===== src/rtl/fp_mul_booth_seq.sv =====
`default_nettype none
// ============================================================================
// Module   : fp_mul_booth_seq
// Brief    : Sequential IEEE-754 multiplier, radix-4 Booth (one digit per clock),
//            round-to-nearest-even, flush-to-zero. Optional flags port: FP_MUL_FLAGS_EN.
// Revision : 1.0
// ============================================================================
module fp_mul_booth_seq #(
    parameter int EW = 8,
    parameter int MW = 23
) (
    input  logic            clk,
    input  logic            rst_n,
    input  logic            start,
    input  logic [EW+MW:0]  a,
    input  logic [EW+MW:0]  b,
    output logic            busy,
    output logic            done,
    output logic [EW+MW:0]  result
`ifdef FP_MUL_FLAGS_EN
    ,
    output logic [4:0]      flags
`endif
);
    localparam int W    = 1 + EW + MW;
    localparam int SW   = MW + 1;
    localparam int ITER = (MW + 3) / 2;
    localparam int PW   = 2 * SW + 2;
    localparam int MPW  = 2 * ITER + 1;
    localparam int XW   = EW + 2;
    localparam int CW   = $clog2(ITER);
    localparam logic signed [XW-1:0] BIAS = XW'((1 << (EW - 1)) - 1);
    localparam logic signed [XW-1:0] EMAX = XW'((1 << EW) - 1);

    typedef enum logic [2:0] {S_IDLE, S_MUL, S_NORM, S_RND, S_WB} state_t;
    typedef enum logic [2:0] {K_NORM, K_NAN, K_INF, K_ZERO, K_OVF, K_UNF} kind_t;

    state_t                 state;
    kind_t                  spec_r, spec_in, kind;
    logic [CW-1:0]          cnt;
    logic                   sign_r;
    logic signed [XW-1:0]   exp_r;
    logic [PW-1:0]          acc, mcand, pp;
    logic [MPW-1:0]         mplier;
    logic [MW-1:0]          mant_r;
    logic [W-1:0]           res_n;

    logic [EW-1:0] ea, eb;
    logic [MW-1:0] ma, mb;
    logic          a_max, b_max, a_zero, b_zero, a_nan, b_nan;

    assign ea     = a[W-2:MW];
    assign eb     = b[W-2:MW];
    assign ma     = a[MW-1:0];
    assign mb     = b[MW-1:0];
    assign a_max  = &ea;
    assign b_max  = &eb;
    assign a_zero = ~|ea;
    assign b_zero = ~|eb;
    assign a_nan  = a_max & (|ma);
    assign b_nan  = b_max & (|mb);

    // Subnormal inputs count as zero, so inf x subnormal is also invalid.
    always_comb begin
        spec_in = K_NORM;
        if (a_nan || b_nan || (a_max && b_zero) || (b_max && a_zero))
            spec_in = K_NAN;
        else if (a_max || b_max)
            spec_in = K_INF;
        else if (a_zero || b_zero)
            spec_in = K_ZERO;
    end

    always_comb begin
        case (mplier[2:0])
            3'b001, 3'b010: pp = mcand;
            3'b011:         pp = mcand << 1;
            3'b100:         pp = -(mcand << 1);
            3'b101, 3'b110: pp = -mcand;
            default:        pp = '0;
        endcase
    end

    // After normalisation the hidden bit sits at 2*SW-2; fraction, guard, round, sticky follow.
    logic [MW-1:0] frac;
    logic          guard, rnd, sticky, inc;
    logic [MW:0]   frac_rnd;
    logic          unused_bits;

    assign frac        = acc[2*SW-3 -: MW];
    assign guard       = acc[SW-2];
    assign rnd         = acc[SW-3];
    assign sticky      = |acc[SW-4:0];
    assign inc         = guard & (rnd | sticky | frac[0]);
    assign frac_rnd    = {1'b0, frac} + {{MW{1'b0}}, inc};
    assign unused_bits = ^{acc[PW-1:2*SW], acc[2*SW-2]};

    always_comb begin
        kind = spec_r;
        if (spec_r == K_NORM) begin
            if (exp_r >= EMAX)
                kind = K_OVF;
            else if (exp_r[XW-1] || (exp_r == '0))
                kind = K_UNF;
        end
    end

    always_comb begin
        case (kind)
            K_NAN:        res_n = {1'b0, {EW{1'b1}}, 1'b1, {(MW-1){1'b0}}};
            K_INF, K_OVF: res_n = {sign_r, {EW{1'b1}}, {MW{1'b0}}};
            K_ZERO, K_UNF: res_n = {sign_r, {(EW+MW){1'b0}}};
            default:      res_n = {sign_r, exp_r[EW-1:0], mant_r};
        endcase
    end

`ifdef FP_MUL_FLAGS_EN
    logic       inex_r;
    logic [4:0] flags_n;
    assign flags_n = {kind == K_NAN,
                      kind == K_OVF,
                      kind == K_UNF,
                      (kind == K_OVF) || (kind == K_UNF) || ((kind == K_NORM) && inex_r),
                      (kind == K_ZERO) || (kind == K_UNF)};
`endif

    always_ff @(posedge clk or negedge rst_n) begin
        if (!rst_n) begin
            state  <= S_IDLE;
            spec_r <= K_NORM;
            cnt    <= '0;
            sign_r <= 1'b0;
            exp_r  <= '0;
            acc    <= '0;
            mcand  <= '0;
            mplier <= '0;
            mant_r <= '0;
            busy   <= 1'b0;
            done   <= 1'b0;
            result <= '0;
`ifdef FP_MUL_FLAGS_EN
            inex_r <= 1'b0;
            flags  <= '0;
`endif
        end else begin
            done <= 1'b0;
            case (state)
                S_IDLE: begin
                    if (start) begin
                        sign_r <= a[W-1] ^ b[W-1];
                        spec_r <= spec_in;
                        exp_r  <= $signed({2'b00, ea}) + $signed({2'b00, eb}) - BIAS;
                        acc    <= '0;
                        mcand  <= PW'({1'b1, ma});
                        mplier <= {{(MPW-SW-1){1'b0}}, 1'b1, mb, 1'b0};
                        cnt    <= '0;
                        busy   <= 1'b1;
                        state  <= S_MUL;
                    end
                end
                S_MUL: begin
                    acc    <= acc + pp;
                    mcand  <= mcand << 2;
                    mplier <= mplier >> 2;
                    cnt    <= cnt + CW'(1);
                    if (cnt == CW'(ITER - 1))
                        state <= S_NORM;
                end
                S_NORM: begin
                    if (acc[2*SW-1]) begin
                        acc   <= {1'b0, acc[PW-1:2], acc[1] | acc[0]};
                        exp_r <= exp_r + XW'(1);
                    end
                    state <= S_RND;
                end
                S_RND: begin
                    mant_r <= frac_rnd[MW-1:0];
                    if (frac_rnd[MW])
                        exp_r <= exp_r + XW'(1);
`ifdef FP_MUL_FLAGS_EN
                    inex_r <= guard | rnd | sticky;
`endif
                    state <= S_WB;
                end
                S_WB: begin
                    result <= res_n;
`ifdef FP_MUL_FLAGS_EN
                    flags  <= flags_n;
`endif
                    done   <= 1'b1;
                    busy   <= 1'b0;
                    state  <= S_IDLE;
                end
                default: state <= S_IDLE;
            endcase
        end
    end
endmodule
`default_nettype wire

===== config.mk =====
export PLATFORM = sky130hd
export DESIGN_NAME = fp_mul_booth_seq
export DESIGN_NICKNAME = d
export VERILOG_FILES = /design/src/rtl/fp_mul_booth_seq.sv
export SDC_FILE = /design/constraint.sdc
export NUM_CORES = 1
export LEC_CHECK = 0
export ABC_AREA = 1
export BUFFER_PORTS_ARGS = -buffer_cell sky130_fd_sc_hd__buf_2
export CORE_MARGIN = 3
export CORE_UTILIZATION = 55
export DETAILED_ROUTE_END_ITERATION = 8
export PLACE_DENSITY = 0.73
export SKIP_CTS_REPAIR_TIMING = 1
export SLEW_MARGIN = 20
export SYNTH_ARGS = -nofsm -noshare
export SYNTH_HDL_FRONTEND = slang
export SYNTH_SLANG_ARGS = --single-unit

===== constraint.sdc =====
create_clock -name clk -period 3.49 [get_ports clk]
set_input_delay 0.1745 -clock clk [delete_from_list [all_inputs] [get_ports clk]]
set_output_delay 0.1745 -clock clk [all_outputs]
set_load 0.01 [all_outputs]

==> metrics.md, run 1 <==
| Metric | Value |
|---|---|
| Status | finished, violations left |
| Failing checks | hold timing, setup timing |
| Largest family of logic cells by synthesized area | simple AND/OR/NAND/NOR gates |
| Reg-to-Reg Start | mcand[0] |
| Worst-Margin Slew | 1050 ps |
| Layout cells sized above 1 | 30.5% |
| Worst slack, placed | -342 ps |
| Count of unique library cells instantiated by Yosys | 58 |
| Initial Util | 56.2% |
| Slowest CP cell | ha_4 |
| Worst path top cell family by delay | simple AND/OR/NAND/NOR gates |
| First-pass GRT wire length | 80100 µm |
| Routed length per instance | 18.6 µm |
| Clock slew at reported path FFs | 60 ps |
| Slew headroom | 29.8% |
| Mapped Cells | 2211 |
| Worst skew pair latency | 540 ps |
| Simple-gate share of the synthesized area | 29.6% |
| Post-synthesis cell area | 0.0152 mm² |
| WP buf/inv | 1 |
| Syn. warnings | 0 |
| CP required | 3900 ps |
| Mux contribution to synthesized area | 0% |
| CP arrival | 4070 ps |
| Final hold slack | -22.1 ps |
| Largest net degree at the start of global routing | 98 |
| Fmax | 273 MHz |
| # diodes | 0 |
| Iter 0 DRT Violations | 1401 |
| Hold WC Path Type | input port to register |
| Initial antenna violation count | 0 |
| Worst setup margin | -167 ps |
| Reg2Reg Setup Slack | -170 ps |
| CP Capture Type | register |
| I/O pins | 101 |
| Compound-gate portion of the synthesized area | 20.1% |
| Filler cells | 1964 |
| Worst R2R End | acc[46] |
| CP max FO | 5 |
| Vias | 17700 |
| Register bit total from synthesis | 202 |
| Critical path class | register to register |
| Critical-path cell list | buf_6 -> nor3_4 -> nand3_4 -> nor3_4 -> nand3_4 -> nor2_4 -> nand2_2 -> xor2_1 -> nand2_1 -> nand4_1 -> ha_4 -> nand2_4 -> nor2_4 -> nand2_1 -> nor2_2 -> nand2_2 -> nand2_1 -> nand2_1 -> nand3_1 -> nand3_1 |
| Drt pass-1 iters | 6 |
| Post-synth EDFFs | 0 |
| Grt total ovfl | 0 |
| CTS tree | done |
| Post-route DRC | 0 |
| Layout area overhead | 39.1% |
| Total die area | 0.0297 mm² |
| Final setup vio count | 23 |
| Remaining antenna violation count after routing | 0 |
| Sequential fraction of the synthesis area | 33.2% |
| H-tree Lvls | 1 |
| RSZ-0062 raised after global routing | yes |
| Ratio of final minimum period to clock period | 105% |
| Row count | 60 |
| Post-synthesis xor/xnor area fraction | 2.76% |
| Vias in the first global route | 15600 |
| Adder-cell share of the synthesized area | 6.01% |
| Via density per instance | 5.89 |
| Drt total wl | 55700 µm |
| Most used cell, CP | nand2_1 |
| R2R depth | 20 |
| Port Buffers | 100 |
| Fin. max-slew vios | 0 |
| Post-DP HPWL | 39200 µm |
| Crit path launch type | register |
| Clk buf depth | 3 |
| Mapped Nets | 2350 |
| Chip Height | 172 µm |
| Top_reg_cell synth | dfrtp_1 |
| GPL Wtd Cong | 1.01 |
| Max_cap viols | 0 |
| Nets | 2755 |
| Total global-route track usage | 33.8% |
| Core area | 0.0271 mm² |
| Worst hold start | b[11] |
| Final min period | 3660 ps |
| Clk sinks | 202 |
| Hold Violations, Final | 1 |
| Syn_area_per_cell | 6.89 µm² |
| Hold depth | 3 |
| Hold Path Sink | mplier[12] |
| Critical path's largest stage delay | 410 ps |
| Root Buffer | clkbuf_16 |
| Ys async rst share | 100% |
| Die W | 172 µm |
| Worst Clk Skew | 12.1 ps |
| TritonCTS buffer count | 24 |
==> layout make-up <==
cell class / instances / area, µm² / share of cell area [%]
Tap cell: 372 / 465 / 2.20
Clock inverter: 9 / 97.6 / 0.461
Sequential cell: 202 / 5060 / 23.9
Multi-Input combinational cell: 1677 / 10500 / 49.7
Timing Repair Buffer: 455 / 3380 / 16.0
Inverter: 256 / 971 / 4.58
Clock buffer: 33 / 684 / 3.23
==> flip-flops by register name (all words and copies together) (netlist names) <==
register	cells
mplier	25
mant_r	23
result	32
mcand	50
busy	1
sign_r	1
exp_r	10
acc	50
state	3
spec_r	2
done	1
cnt	4
==> through the flow <==
stage / TNS (ps) / instance area (µm²) / hold slack, ps / instances / utilization [%]
6_report: -1360 / 21200 / -22.1 / 3004 / 78.2
5_1_grt: -6690 / 21200 / 5.49 / 3004 / 78.2
4_1_cts: -6460 / 18900 / -255 / 2930 / 69.6
3_5_place_dp: -5860 / 18100 / 306 / 2888 / 66.7
3_3_place_gp: -3840 / 18100 / 307 / 2888 / 66.7
2_1_floorplan: 0 / 15200 / -121 / 2211 / -
==> kinds of logic (layout without fill, tap and decap cells) <==
kind of cell,after synthesis,in the layout
buffers and inverters,332,753
XOR/XNOR,48,48
flip-flops,202,202
adder cells (fa/ha/maj),72,72
AO/OA/AOI/OAI,516,516
AND/OR/NAND/NOR,1041,1041
==> worst register-to-register path, stage by stage, from the launching register on <==
cell and delay [ps]:
dfrtp_1 390, buf_6 130, nor3_4 220, nand3_4 180, nor3_4 290, nand3_4 160, nor2_4 200, nand2_2 110
xor2_1 170, nand2_1 70, nand4_1 210, ha_4 410, nand2_4 90, nor2_4 160, nand2_1 170, nor2_2 170
nand2_2 80, nand2_1 90, nand2_1 60, nand3_1 100, nand3_1 70
==> per-layer routing <==
metal	track usage, %	share of wire, %	up-vias
met1	44.3	40	8409
met4	12.7	5.0	0
met5	0	0	-
li1	-	-	8326
met3	3.18	6.4	180
met2	57.9	49	785
==> worst max-delay path by stage <==
stage	startpoint	depth (start not counted)	slack (ps)	end
final	mcand[0]	20	-170	acc[46]
after global placement	mcand[1]	18	-320	acc[26]
after global routing	mcand[0]	23	-300	acc[24]
after detailed placement	mcand[1]	18	-340	acc[26]
after floorplan	mcand[1]	25	290	acc[48]
after CTS	mcand[1]	18	-350	acc[26]
==> cells in the mapped netlist, types with 2 or more instances <==
cell,instances,area (µm²)
o21ai_1,2,10.0
clkinv_1,4,15.0
ha_1,70,876
nand4_1,32,200
nor3_4,3,48.8
clkbuf_1,63,236
dfrtp_1,202,5050
o21bai_1,2,15.0
a21oi_1,124,621
inv_1,246,923
nand3_4,2,35.0
nand3_1,142,711
xnor2_1,9,78.8
nand3_2,5,50.1
nor4_1,21,131
o211ai_1,56,420
o2111ai_1,17,149
buf_2,5,25.0
nor3_1,29,145
buf_1,5,18.8
nor2_1,225,845
or2_2,9,56.3
o31ai_1,17,128
nor2_4,4,45.0
a21o_1,2,15.0
nand2_1,542,2030
o21a_1,13,97.6
a31oi_1,3,18.8
o21ai_0,197,986
fa_1,2,40.0
a221oi_1,4,35.0
xor2_1,39,342
o22ai_1,48,300
o221ai_1,20,175
nand3b_1,14,105
inv_2,5,18.8
a22oi_1,2,15.0
nor2_2,6,37.5
==> layout by cell type, fill, tap and decap left out, types with 8 or more instances in the layout <==
master / Yosys / routed
o21ai_1: 2 / 32
inv_1: 246 / 231
nor3_2: 1 / 8
or2_2: 9 / 8
nand3b_1: 14 / 14
clkbuf_16: 0 / 24
nor4_1: 21 / 18
nor3_1: 29 / 15
o2111ai_2: 0 / 9
nand3_2: 5 / 18
nand2_4: 0 / 8
nand4_1: 32 / 32
buf_2: 5 / 99
dlygate4sd3_1: 0 / 48
nand2_1: 542 / 478
nand3_1: 142 / 125
a21oi_2: 1 / 44
o21a_1: 13 / 12
inv_2: 5 / 20
o21ai_2: 1 / 28
nor2_1: 225 / 158
nand2_2: 1 / 57
nor2_2: 6 / 47
ha_4: 0 / 25
xor2_1: 39 / 32
buf_4: 1 / 293
a21oi_1: 124 / 74
xnor2_1: 9 / 9
nor2_4: 4 / 30
nor3_4: 3 / 10
o31ai_1: 17 / 17
o21ai_0: 197 / 137
dfrtp_1: 202 / 201
buf_6: 1 / 10
o211ai_1: 56 / 56
o22ai_1: 48 / 48
ha_1: 70 / 40
o221ai_1: 20 / 20
Power of run 1 is left out: the tool's default activity adds up to more than one toggle a clock period on the data nets, which glitch-free logic cannot reach.
==> inputs of run 2 (changes only) <==
--- a/config.mk
+++ b/config.mk
@@ -5,13 +5,13 @@
 export SDC_FILE = /design/constraint.sdc
 export NUM_CORES = 1
 export LEC_CHECK = 0
-export ABC_AREA = 1
-export BUFFER_PORTS_ARGS = -buffer_cell sky130_fd_sc_hd__buf_2
 export CORE_MARGIN = 3
 export CORE_UTILIZATION = 55
 export DETAILED_ROUTE_END_ITERATION = 8
-export PLACE_DENSITY = 0.73
+export DONT_BUFFER_PORTS = 1
+export PLACE_DENSITY = 0.7
 export SKIP_CTS_REPAIR_TIMING = 1
+export SKIP_LAST_GASP = 1
 export SLEW_MARGIN = 20
 export SYNTH_ARGS = -nofsm -noshare
 export SYNTH_HDL_FRONTEND = slang
==> metrics.md, run 2 <==
| Metric | Value |
|---|---|
| Status | finished, violations left (unchanged) |
| Failing checks | hold timing, setup timing (unchanged) |
| Remaining antenna violation count after routing | 0 (unchanged) |
| Final min period | 4960 ps (was 3660 ps) |
| Row count | 59 (was 60) |
| Max_cap viols | 0 (unchanged) |
| TritonCTS buffer count | 24 (unchanged) |
| Iter 0 DRT Violations | 1502 (was 1401) |
| Post-synthesis cell area | 0.0146 mm² (was 0.0152 mm²) |
| Top_reg_cell synth | dfrtp_1 (unchanged) |
| I/O pins | 101 (unchanged) |
| Largest net degree at the start of global routing | 203 (was 98) |
| Worst-Margin Slew | 1080 ps (was 1050 ps) |
| Mapped Nets | 1974 (was 2350) |
| Final core occ | 76.3% (was 78.2%) |
| Top flop regs | acc (50), mcand (50), result (32) (unchanged) |
| Top post-synthesis cells by count | nand2_1, dfrtp_1, o21ai_0 (was nand2_1, inv_1, nor2_1) |
| First-pass GRT wire length | 70800 µm (was 80100 µm) |
| Total die area | 0.0286 mm² (was 0.0297 mm²) |
| Core area | 0.0261 mm² (was 0.0271 mm²) |
| Critical path class | register to register (unchanged) |
| Initial Util | 56.0% (was 56.2%) |
| RSZ-0062 raised after global routing | yes (unchanged) |
| Routed length per instance | 19.1 µm (was 18.6 µm) |
| Post-synth EDFFs | 0 (unchanged) |
| CP required | 3900 ps (about the same) |
| Clk buf depth | 3 (unchanged) |
| Commonest non-fill, non-tap cell in the layout | buf_4 (was nand2_1) |
| Vias in the first global route | 14100 (was 15600) |
| Hold Violations, Final | 202 (was 1) |
| Die W | 169 µm (was 172 µm) |
| Worst setup margin | -1470 ps (was -167 ps) |
| Filler cells | 1841 (was 1964) |
| Layout area overhead | 36.3% (was 39.1%) |
| Top-count cell post-synth | nand2_1 (unchanged) |
| Syn. warnings | 0 (unchanged) |
| CP Capture Type | register (unchanged) |
| CP max FO | 4 (was 5) |
| Area leader, netlist | dfrtp_1 (unchanged) |
| Mapped Cells | 1835 (was 2211) |
| Initial antenna violation count | 1 (was 0) |
| Most frequent cells in the layout | buf_4, nand2_1, dfrtp_1, nor2_1, o21ai_0 (was nand2_1, buf_4, inv_1, dfrtp_1, nor2_1) |
| CP arrival | 5370 ps (was 4070 ps) |
| Post-route DRC | 0 (unchanged) |
| Largest cells by area after synthesis | dfrtp_1, nand2_1, o21ai_0 (unchanged) |
| Syn_area_per_cell | 7.98 µm² (was 6.89 µm²) |
| Nets | 2273 (was 2755) |
| Port Buffers | 0 (was 100) |
| CTS tree | done (unchanged) |
| Post-DP HPWL | 32400 µm (was 39200 µm) |
| Total global-route track usage | 29.8% (was 33.8%) |
| Vias | 15300 (was 17700) |
| Slew headroom | 27.7% (was 29.8%) |
| Clock slew at reported path FFs | 60 ps (about the same) |
| Setup TNS | -32780 ps (was -1360 ps) |
| Root Buffer | clkbuf_16 (unchanged) |
| Ratio of final minimum period to clock period | 142% (was 105%) |
| Drt pass-1 iters | 5 (was 6) |
| GPL Wtd Cong | 0.956 (was 1.01) |
| Chip Height | 169 µm (was 172 µm) |
| Worst Clk Skew | 8.43 ps (was 12.1 ps) |
| Clk sinks | 202 (unchanged) |
| Grt total ovfl | 0 (unchanged) |
| Final hold slack | -652 ps (was -22.1 ps) |
| Fmax | 201 MHz (was 273 MHz) |
| Storage cell area | 0.00506 mm² (unchanged) |
| Sequential fraction of the synthesis area | 34.5% (was 33.2%) |
| Synth top area share | 34.5% (was 33.2%) |
| Fin. max-slew vios | 0 (unchanged) |
| Count of unique library cells instantiated by Yosys | 72 (was 58) |
| Crit path launch type | register (unchanged) |
| Worst skew pair latency | 530 ps (was 540 ps) |
| Area of the multi-input gates | 0.0100 mm² (was 0.0105 mm²) |
| Layout cells sized above 1 | 28.7% (was 30.5%) |
| Register bit total from synthesis | 202 (unchanged) |
| Drt total wl | 47500 µm (was 55700 µm) |
| Hold WC Path Type | input port to async pin (was input port to register) |
| Ys async rst share | 100% (unchanged) |
| Via density per instance | 6.16 (was 5.89) |
| Final setup vio count | 40 (was 23) |
| H-tree Lvls | 1 (unchanged) |
## run 2: cell count changes in the layout (fill, tap and decap cells not counted), moves of 46 or more
cell / previous run / this run
nand2_1: 478 / 241
inv_1: 231 / 40
buf_2: 99 / 0
nand3_1: 125 / 34
a22oi_1: 2 / 76
o211ai_1: 56 / 5
a22o_1: 1 / 48
a31oi_1: 2 / 48
## run 2: kinds of logic (layout without fill, tap and decap cells)
group           Yosys count  count (layout)  share of synthesized area [%]
flops                   202             202                           34.5
xor+xnor                125             125                           7.48
mux                       4               4                          0.282
fa+ha+maj                72              72                           6.26
compound gates          597             597                           26.2
buf+inv                 187             504                           5.00
simple gates            648             648                           20.3
other cells               0               1                              0
## run 2: layout make-up
class | instances | area share (%)
antenna | 1 | 0.0125
clock buffer | 33 | 3.49
clock inverter | 11 | 0.734
inverter | 45 | 0.847
multi-input combinational | 1446 | 50.4
sequential | 202 | 25.3
tap | 335 | 2.10
timing repair buffer | 415 | 17.1
## run 2: critical path: stages, from the launching register on
cell and delay [ps]:
dfrtp_1 370, or4_4 550, or2_4 260, or4_4 510, or4_4 430, or3_4 370
or3_4 350, nand2_2 80, xnor2_1 60, a221o_1 350, ha_4 300, nand4_1 140
a21oi_1 180, a211oi_1 70, a21o_1 180, nand2_1 80, o21ai_2 90, o31ai_2 260
nor3_1 80, a2bb2oi_1 140
## run 2: per-layer routing
metal | GRT usage [%] | vias up | routed length [µm]
met2 | 51.1 | 539 | 23700
li1 | - | 7247 | -
met5 | 0 | - | 0
met1 | 39.2 | 7428 | 19500
met4 | 10.2 | 0 | 1690
met3 | 3.54 | 106 | 2700
## run 2: worst paths after layout
path	startpoint	end	slack [ps]	depth (start not counted)
worst min-delay path	rst_n	result[5]	-650	0
worst max register to register	mcand[22]	acc[49]	-1470	19
worst max-delay path	mcand[22]	acc[49]	-1470	19
min in group clk	b[11]	spec_r[1]	30	5
worst min register to register	mant_r[13]	mant_r[13]	480	2
max in group asynchronous	rst_n	mplier[2]	3920	0
## run 2: stage by stage
| step | area (µm²) | std cells | setup WS, ps |
|---|---|---|---|
| 6_report | 19900 | 2488 | -1470 |
| 5_1_grt | 19900 | 2487 | -1660 |
| 4_1_cts | 18200 | 2414 | -1490 |
| 3_5_place_dp | 17400 | 2370 | -1480 |
| 3_3_place_gp | 17400 | 2370 | -1450 |
| 2_1_floorplan | 14900 | 1835 | -1300 |
Power of run 2 is left out for the same reason.
==> inputs of run 3 (changes only) <==
--- a/config.mk
+++ b/config.mk
@@ -6,10 +6,9 @@
 export NUM_CORES = 1
 export LEC_CHECK = 0
 export CORE_MARGIN = 3
-export CORE_UTILIZATION = 55
+export CORE_UTILIZATION = 36
 export DETAILED_ROUTE_END_ITERATION = 8
 export DONT_BUFFER_PORTS = 1
-export PLACE_DENSITY = 0.7
 export SKIP_CTS_REPAIR_TIMING = 1
 export SKIP_LAST_GASP = 1
 export SLEW_MARGIN = 20
==> constraint.sdc (replaced) <==
create_clock -name clk -period 3.49 [get_ports clk]
set_input_delay 0.698 -clock clk [delete_from_list [all_inputs] [get_ports clk]]
set_output_delay 0.698 -clock clk [all_outputs]
set_load 0.01 [all_outputs]
==> metrics.md, run 3 (synthesis gave the netlist of run 2 again) <==
| Metric | Value |
|---|---|
| Status | finished, violations left (unchanged) |
| Failing checks | hold timing, setup timing (unchanged) |
| Post-Place Cell Area | 0.0176 mm² (was 0.0174 mm²) |
| R2R depth | 18 (was 19) |
| Ratio of final minimum period to clock period | 143% (was 142%) |
| Worst Clk Skew | 9.99 ps (was 8.43 ps) |
| Fin. max-slew vios | 0 (unchanged) |
| Final hold slack | -138 ps (was -652 ps) |
| Drt pass-1 iters | 5 (unchanged) |
| Final Non-Filler Cells | 2610 (was 2488) |
| Root Buffer | clkbuf_16 (unchanged) |
| GR Util met2 | 33.1% (was 51.1%) |
| TritonCTS buffer count | 24 (unchanged) |
| Worst-Margin Slew | 679 ps (was 1080 ps) |
| H-tree Lvls | 1 (unchanged) |
| Met1 global-route usage | 28.2% (was 39.2%) |
| Port Buffers | 0 (unchanged) |
| Vias in the first global route | 13700 (was 14100) |
| Remaining antenna violation count after routing | 0 (unchanged) |
| CP max FO | 4 (unchanged) |
| GPL Wtd Cong | 0.919 (was 0.956) |
| Reg2Reg Setup Slack | -1490 ps (was -1470 ps) |
| Fmax | 201 MHz (about the same) |
| Layout area overhead | 30.5% (was 36.3%) |
| Clock slew at reported path FFs | 60 ps (about the same) |
| I/O pins | 101 (unchanged) |
| Routed length per instance | 17.7 µm (was 19.1 µm) |
| Largest net degree at the start of global routing | 203 (unchanged) |
| CP required | 3950 ps (was 3900 ps) |
| Total global-route track usage | 20.2% (was 29.8%) |
| Vias | 14500 (was 15300) |
| Initial antenna violation count | 1 (unchanged) |
| Commonest non-fill, non-tap cell in the layout | buf_4 (unchanged) |
| Core area | 0.0399 mm² (was 0.0261 mm²) |
| Total die area | 0.0431 mm² (was 0.0286 mm²) |
| Die W | 208 µm (was 169 µm) |
| Nets | 2208 (was 2273) |
| Drt total wl | 46200 µm (was 47500 µm) |
| Slew headroom | 54.7% (was 27.7%) |
| GR peak layer | met2 (unchanged) |
| CTS tree | done (unchanged) |
| # diodes | 0 (was 1) |
| GR Util met3 | 2.90% (was 3.54%) |
| Crit path launch type | register (unchanged) |
| Final setup vio count | 38 (was 40) |
| Iter 0 DRT Violations | 947 (was 1502) |
| Final min period | 4980 ps (was 4960 ps) |
| CP Capture Type | register (unchanged) |
| Placed Instances | 2555 (was 2370) |
| Cell area after layout | 0.0191 mm² (was 0.0199 mm²) |
| Layout cells sized above 1 | 26.5% (was 28.7%) |
| Clk buf depth | 3 (unchanged) |
| Critical path class | register to register (unchanged) |
| Clk sinks | 202 (unchanged) |
| First-pass GRT wire length | 73100 µm (was 70800 µm) |
| Most frequent cells in the layout | buf_4, nand2_1, dfrtp_1, nor2_1, o21ai_0 (unchanged) |
| Initial Util | 36.7% (was 56.0%) |
| RSZ-0062 raised after global routing | yes (unchanged) |
| Grt total ovfl | 0 (unchanged) |
| Row count | 73 (was 59) |
| Worst skew pair latency | 540 ps (was 530 ps) |
| Post-DP HPWL | 34000 µm (was 32400 µm) |
| Chip Height | 208 µm (was 169 µm) |
| Hold Violations, Final | 142 (was 202) |
| CP arrival | 5440 ps (was 5370 ps) |
| Via density per instance | 5.54 (was 6.16) |
| Worst slack, placed | -1490 ps (was -1480 ps) |
| Max_cap viols | 0 (unchanged) |
| Worst setup margin | -1490 ps (was -1470 ps) |
| Post-route DRC | 0 (unchanged) |
| Hold WC Path Type | input port to async pin (unchanged) |
| Top flop regs | acc (50), mcand (50), result (32) (unchanged) |
## run 3: changes by cell type in the layout (fill, tap and decap cells not counted), moves of 4 or more
cell / previous run / this run
dlygate4sd3_1: 49 / 0
buf_6: 29 / 6
o21ai_0: 121 / 144
xnor2_1: 49 / 63
a21oi_1: 77 / 81
o21ai_1: 46 / 31
xnor2_2: 18 / 4
o21ai_2: 18 / 9
buf_4: 332 / 340
## run 3: cell type report
cell class / count / area [µm²]
clock buffers: 31 / 678
clock inverters: 11 / 114
inverters: 45 / 169
flip-flops and latches: 202 / 5060
multi-input cells: 1446 / 9730
repair buffers: 350 / 2700
fillers: 3815 / 20800
well taps: 525 / 657
## run 3: final timing paths
path	startpoint	to
max	mcand[22]	acc[49]
min	rst_n	result[4]
max reg2reg	mcand[22]	acc[49]
min reg2reg	mant_r[20]	mant_r[20]
max in group asynchronous	rst_n	mplier[2]
min in group clk	a[1]	mcand[1]
## run 3: through the flow
step                      util [%]  setup TNS (ps)
after floorplan                  -          -19780
after global placement        44.0          -35600
after detailed placement      44.0          -36180
after CTS                     46.0          -37400
after global routing          47.9          -39620
final                         47.9          -30150
## run 3: routing by layer
metal	up-vias	share of wire, %
met4	2	2.3
met5	-	0.028
li1	7111	-
met3	73	5.2
met2	333	47
met1	6947	45
## run 3: critical path, cell delays in order (launching register included)
cell and delay [ps]:
dfrtp_1 380, or4_4 560, or2_4 260, or3_4 390, or2_4 250, or3_4 340, or3_4 370, a22oi_2 170
o21ai_1 100, ha_1 380, buf_4 140, nand2_2 50, or3_4 400, nor4_4 270, o211a_1 270, o21ai_4 100
o31ai_4 200, o21ai_1 110, a2bb2oi_1 160
Power of run 3 is left out for the same reason.
